**src/rtl/mips_pkg.sv**
```systemverilog
// Shared fetch/decode constants: address width, reset pc, instruction fields, opcodes.
// Latency: none (declarations only).
// Backpressure: none.
package mips_pkg;

    localparam int DEFAULT_ADDR_W   = 7;
    localparam int DEFAULT_RESET_PC = 0;

    localparam int IMM_MSB = 15;
    localparam int IMM_LSB = 0;
    localparam int TGT_MSB = 25;
    localparam int TGT_LSB = 0;

    // Opcodes the decode stage matches to raise jump / branch_taken.
    localparam logic [5:0] OPC_J   = 6'b000010;
    localparam logic [5:0] OPC_BEQ = 6'b000100;
    localparam logic [5:0] OPC_BNE = 6'b000101;

    typedef enum logic [1:0] {
        PC_SEL_SEQ    = 2'd0,
        PC_SEL_BRANCH = 2'd1,
        PC_SEL_JUMP   = 2'd2
    } pc_sel_e;

    function automatic logic [31:0] sext16(input logic [15:0] val);
        return {{16{val[15]}}, val};
    endfunction

endpackage

```
**src/rtl/fetch_pc_unit_next_pc_calc.sv**
```systemverilog
// Next-pc mux: sequential, pc-relative branch, or pseudo-direct jump; modulo 2**ADDR_W.
// Latency: purely combinational.
// Backpressure: none; stall is applied by the caller.
module next_pc_calc
    import mips_pkg::*;
#(
    parameter int ADDR_W = DEFAULT_ADDR_W
) (
    input  logic [ADDR_W-1:0] pc_in,
    input  logic [ADDR_W-1:0] inst_pc_in,
    input  logic [15:0]       offset,
    input  logic [25:0]       target,
    input  pc_sel_e           sel,
    output logic [ADDR_W-1:0] next_pc
);

    logic [31:0] seq_inst_pc;

    always_comb begin
        seq_inst_pc = 32'(inst_pc_in) + 32'd1;
        next_pc     = ADDR_W'(pc_in + 1'b1);
        unique case (sel)
            PC_SEL_JUMP:   next_pc = ADDR_W'({seq_inst_pc[31:26], target});
            PC_SEL_BRANCH: next_pc = ADDR_W'(seq_inst_pc + sext16(offset));
            default:       next_pc = ADDR_W'(pc_in + 1'b1);
        endcase
    end

endmodule

```
**src/rtl/fetch_pc_unit.sv**
```systemverilog
// Fetch pc owner: drives imem pc, labels the registered inst word with inst_pc/inst_valid.
// Latency: pc to inst one cycle; redirect costs one squashed (inst_valid=0) cycle.
// Backpressure: stall freezes pc, inst_pc and inst_valid; redirects ignored while stalled.
module fetch_pc_unit
    import mips_pkg::*;
#(
    parameter int ADDR_W   = DEFAULT_ADDR_W,
    parameter int RESET_PC = DEFAULT_RESET_PC
) (
    input  logic        clk,
    input  logic        rst,
    input  logic        stall,
    input  logic        branch_taken,
    input  logic [15:0] branch_offset,
    input  logic        jump,
    input  logic [25:0] jump_target,
    output logic [31:0] pc,
    output logic [31:0] inst_pc,
    output logic        inst_valid,
    output logic        redirect
);

    logic [ADDR_W-1:0] pc_q, pc_d;
    logic [ADDR_W-1:0] inst_pc_q, inst_pc_d;
    logic              inst_valid_q, inst_valid_d;
    logic [ADDR_W-1:0] next_pc;
    pc_sel_e           pc_sel;

    // A squashed word must not steer fetch, so redirects need inst_valid.
    assign redirect = ~stall & inst_valid_q & (jump | branch_taken);

    always_comb begin
        pc_sel = PC_SEL_SEQ;
        if (redirect) begin
            pc_sel = jump ? PC_SEL_JUMP : PC_SEL_BRANCH;
        end
    end

    next_pc_calc #(
        .ADDR_W (ADDR_W)
    ) u_next_pc_calc (
        .pc_in      (pc_q),
        .inst_pc_in (inst_pc_q),
        .offset     (branch_offset),
        .target     (jump_target),
        .sel        (pc_sel),
        .next_pc    (next_pc)
    );

    always_comb begin
        pc_d         = pc_q;
        inst_pc_d    = inst_pc_q;
        inst_valid_d = inst_valid_q;
        if (!stall) begin
            pc_d         = next_pc;
            inst_pc_d    = pc_q;
            // The word latched on a redirect edge is the wrong-path memdata[pc].
            inst_valid_d = ~redirect;
        end
    end

    always_ff @(posedge clk or posedge rst) begin
        if (rst) begin
            pc_q         <= ADDR_W'(RESET_PC);
            inst_pc_q    <= '0;
            inst_valid_q <= 1'b0;
        end else begin
            pc_q         <= pc_d;
            inst_pc_q    <= inst_pc_d;
            inst_valid_q <= inst_valid_d;
        end
    end

    assign pc         = {{(32-ADDR_W){1'b0}}, pc_q};
    assign inst_pc    = {{(32-ADDR_W){1'b0}}, inst_pc_q};
    assign inst_valid = inst_valid_q;

endmodule

```
**config.mk**
```make
export PLATFORM = sky130hd
export DESIGN_NAME = fetch_pc_unit
export DESIGN_NICKNAME = d
export VERILOG_FILES = /design/src/rtl/mips_pkg.sv /design/src/rtl/fetch_pc_unit_next_pc_calc.sv /design/src/rtl/fetch_pc_unit.sv
export SDC_FILE = /design/constraint.sdc
export NUM_CORES = 1
export LEC_CHECK = 0
export BUFFER_PORTS_ARGS = -buffer_cell sky130_fd_sc_hd__buf_2
export CAP_MARGIN = 30
export CELL_PAD_IN_SITES_DETAIL_PLACEMENT = 1
export CELL_PAD_IN_SITES_GLOBAL_PLACEMENT = 2
export CORE_MARGIN = 2
export CORE_UTILIZATION = 21
export CTS_BUF_LIST = sky130_fd_sc_hd__clkbuf_8
export CTS_CLUSTER_DIAMETER = 60
export DETAILED_ROUTE_END_ITERATION = 8
export PLACE_DENSITY_LB_ADDON = 0.08
export SKIP_CTS_REPAIR_TIMING = 1
export SLEW_MARGIN = 5
export SYNTH_ARGS = -nofsm -noshare
export SYNTH_HDL_FRONTEND = slang
export SYNTH_SLANG_ARGS = --single-unit
```
**constraint.sdc**
```tcl
create_clock -name clk -period 2.4 [get_ports clk]
set_clock_uncertainty 0.05 [all_clocks]
set_input_delay 0.48 -clock clk [delete_from_list [all_inputs] [get_ports clk]]
set_output_delay 0.48 -clock clk [all_outputs]
set_load 0.005 [all_outputs]
```
==> out/results.txt <==
Placed cell area = 1496 um2
#FFs+latches synth = 15
Synthesized area = 1438 um2
Pin count of the biggest net entering global routing = 25
Pwr dens = 827.0 nW/um2
Worst skew pair latency = 0.25 ns
Place WS = 0.03219 ns
Maximum vdd drop = 0.1626 mV
Clock sink count = 15
Final Max Slew Viols = 0
Antenna cell count = 0
CP Launch Type = register
Crit-path max FO = 3
Critical path start-end classification = reg2reg
RSZ-0062 raised after global routing = no
CP bufs+invs = 2
Tightest Hold Check Type = in2async
1st-iter DRT viols = 35
Die Ht = 86.74 um
P&R area growth vs syn = 7.224%
Routed vias = 1117
Count of TritonRoute iterations in the first routing pass = 4
Primary FF master, synth = dfrtp_1
Number of global-route vias before repair = 1068
Fillers = 830
Final instance area = 1541 um2
Sequential area share after synthesis = 0.2611
Die W = 86.74 um
First-pass GRT wire length = 5678 um
# IOs = 113
Mapped Cells = 165
Vias per std cell = 4.004
Required @ worst endpoint = 2.49 ns
Status = finished, final reports clean
FF/Latch Area = 375.4 um2
Row count = 30
Ys async rst share = 1.000
Fin nets = 255
Post-synthesis cell type count = 41
Period Utilization, post-route = 0.8799
EDFF count, synth = 0
Share of post-route cells with drive strength above 1 = 0.2211
Cell family with most CP delay = compound AO/OA/AOI/OAI gates
Initial Utilization = 0.2140
Clk slew on worst S/H paths = 0.07 ns
Die ar. = 7524 um2
Final hold violation count = 0
CTS buffer count = 3
GR Util All Layers = 0.1014
Max transition margin = 0.5569
DP HPWL = 2982 um
Initial antenna violation count = 0
Critical path cell sequence = inv_1 -> ha_1 -> inv_1 -> fa_1 -> a211oi_2 -> o21bai_1 -> a21oi_1 -> xnor2_1 -> o21ai_1
Setup TNS = 0 ns
Static leakage = 0.0007812 uW
Synth Warn # = 0
Slowest cell delay on critical path = 0.43 ns
Worst path slowest cell = fa_1
CP arrival = 2.20 ns
Fin crit period = 2.112 ns
Core Area = 6719 um2
I/O Buffers = 34
Gpl congestion = 0.7393
Routed len/inst = 13.39 um
Clock buffer depth = 2
Worst-Margin Slew = 0.6639 ns
Most used cell, CP = inv_1
Crit. End Element = register
Max Fclk = 0.4735 GHz
CTS tree = yes
Avg Synthesized Cell Area = 8.713 um2
Antenna-violating nets left = 0
Setup ws final = 0.2882 ns
Area of the multi-input gates = 820.8 um2
Routed wire length = 3735 um
# DRC = 0
GRT Residual Overflow = 0
MaxCap Viol Count = 0
Clk root buf = clkbuf_8
Setup violators final = 0
# H-tree levels = 1
## report_power, final
part           switching [uW]  total [uW]  internal (uW)
Clock                    99.0         213            114
Sequential                113         458            345
Combinational             314         604            290
Total                     526        1270            748
## Yosys cell counts (2+ instances only)
cell	number	area [um2]
inv_1	5	18.77
dfrtp_1	15	375.4
xnor2_1	2	17.52
mux2_1	6	67.56
buf_4	51	382.9
o211ai_1	2	15.01
ha_1	7	87.58
a21oi_1	6	30.03
nand3_1	3	15.01
nor2_1	5	18.77
o22a_1	2	17.52
nand2_1	15	56.30
o32ai_1	2	17.52
o21ai_1	9	45.04
a31oi_1	3	18.77
o21ai_0	3	15.01
nor3b_1	2	15.01
nand2b_1	4	25.02
## flip-flops by register name (all words and copies together), names as in the netlist
name / cells
inst_pc_q: 7
pc_q: 7
inst_valid: 1
## metrics by stage
step | hold WS (ns) | power, uW | cells | util
global route | 0.3263 | 1413 | 279 | 0.2294
global placement | 0.4517 | 1067 | 275 | 0.2227
CTS | 0.2901 | 1309 | 279 | 0.2294
detailed placement | 0.4799 | 1082 | 275 | 0.2227
floorplan | 0.3315 | 900.2 | 214 | -
finish | 0.2615 | 1275 | 279 | 0.2294
## worst reg2reg max path, cell delays in order, from the launching register on
cell,delay [ns]
dfrtp_1,0.39
inv_1,0.06
ha_1,0.19
inv_1,0.07
fa_1,0.43
a211oi_2,0.24
o21bai_1,0.11
a21oi_1,0.24
xnor2_1,0.15
o21ai_1,0.07
## cells by family after synthesis
kind of cell,Yosys count,synth area share
AOI/OAI and AO/OA,37,0.1741
xor gates and xnor gates,3,0.01828
adders and majority gates,8,0.07485
buffers and inverters,60,0.2959
DFF,15,0.2611
muxes,7,0.05396
other,1,0.002608
and+or+nand+nor,34,0.1192
## cell usage in the layout, fill, tap and decap left out, types with 4 or more instances in the layout
| cell | Yosys | final |
|---|---|---|
| nand2b_1 | 4 | 4 |
| nand2_1 | 15 | 15 |
| dfrtp_1 | 15 | 15 |
| nor2_1 | 5 | 5 |
| inv_1 | 5 | 6 |
| buf_2 | 1 | 34 |
| ha_1 | 7 | 7 |
| conb_1 | 1 | 50 |
| a21oi_1 | 6 | 6 |
| mux2_1 | 6 | 6 |
| o21ai_1 | 9 | 9 |
## metal layers
layer  up-vias  GRT usage  share of wire
met4         0    0.02557         0.0078
met5         -          0              0
met3         2    0.03143          0.056
met2        46     0.1608           0.48
li1        535          -              -
met1       534     0.1342           0.45
## cell type report
type / count / share of cell area
multi-input cells: 139 / 0.5325
flip-flops and latches: 15 / 0.2435
repair buffers: 35 / 0.1153
well taps: 80 / 0.06493
clock buffers: 3 / 0.02679
inverters: 6 / 0.01461
clock inverters: 1 / 0.002435
## worst paths after layout
check                               start      endpoint  slack [ns]  cells after the start
max                          inst_pc_q[0]       pc_q[6]        0.29                      9
max in group asynchronous             rst  inst_pc_q[6]        1.61                      2
max reg2reg                  inst_pc_q[0]       pc_q[6]        0.29                      9
min                                   rst       pc_q[1]        0.26                      2
min in group clk           jump_target[4]       pc_q[4]        0.45                      3
min reg2reg                  inst_pc_q[4]  inst_pc_q[4]        0.48                      2
No activity file was read; power rests on OpenSTA's default activity.
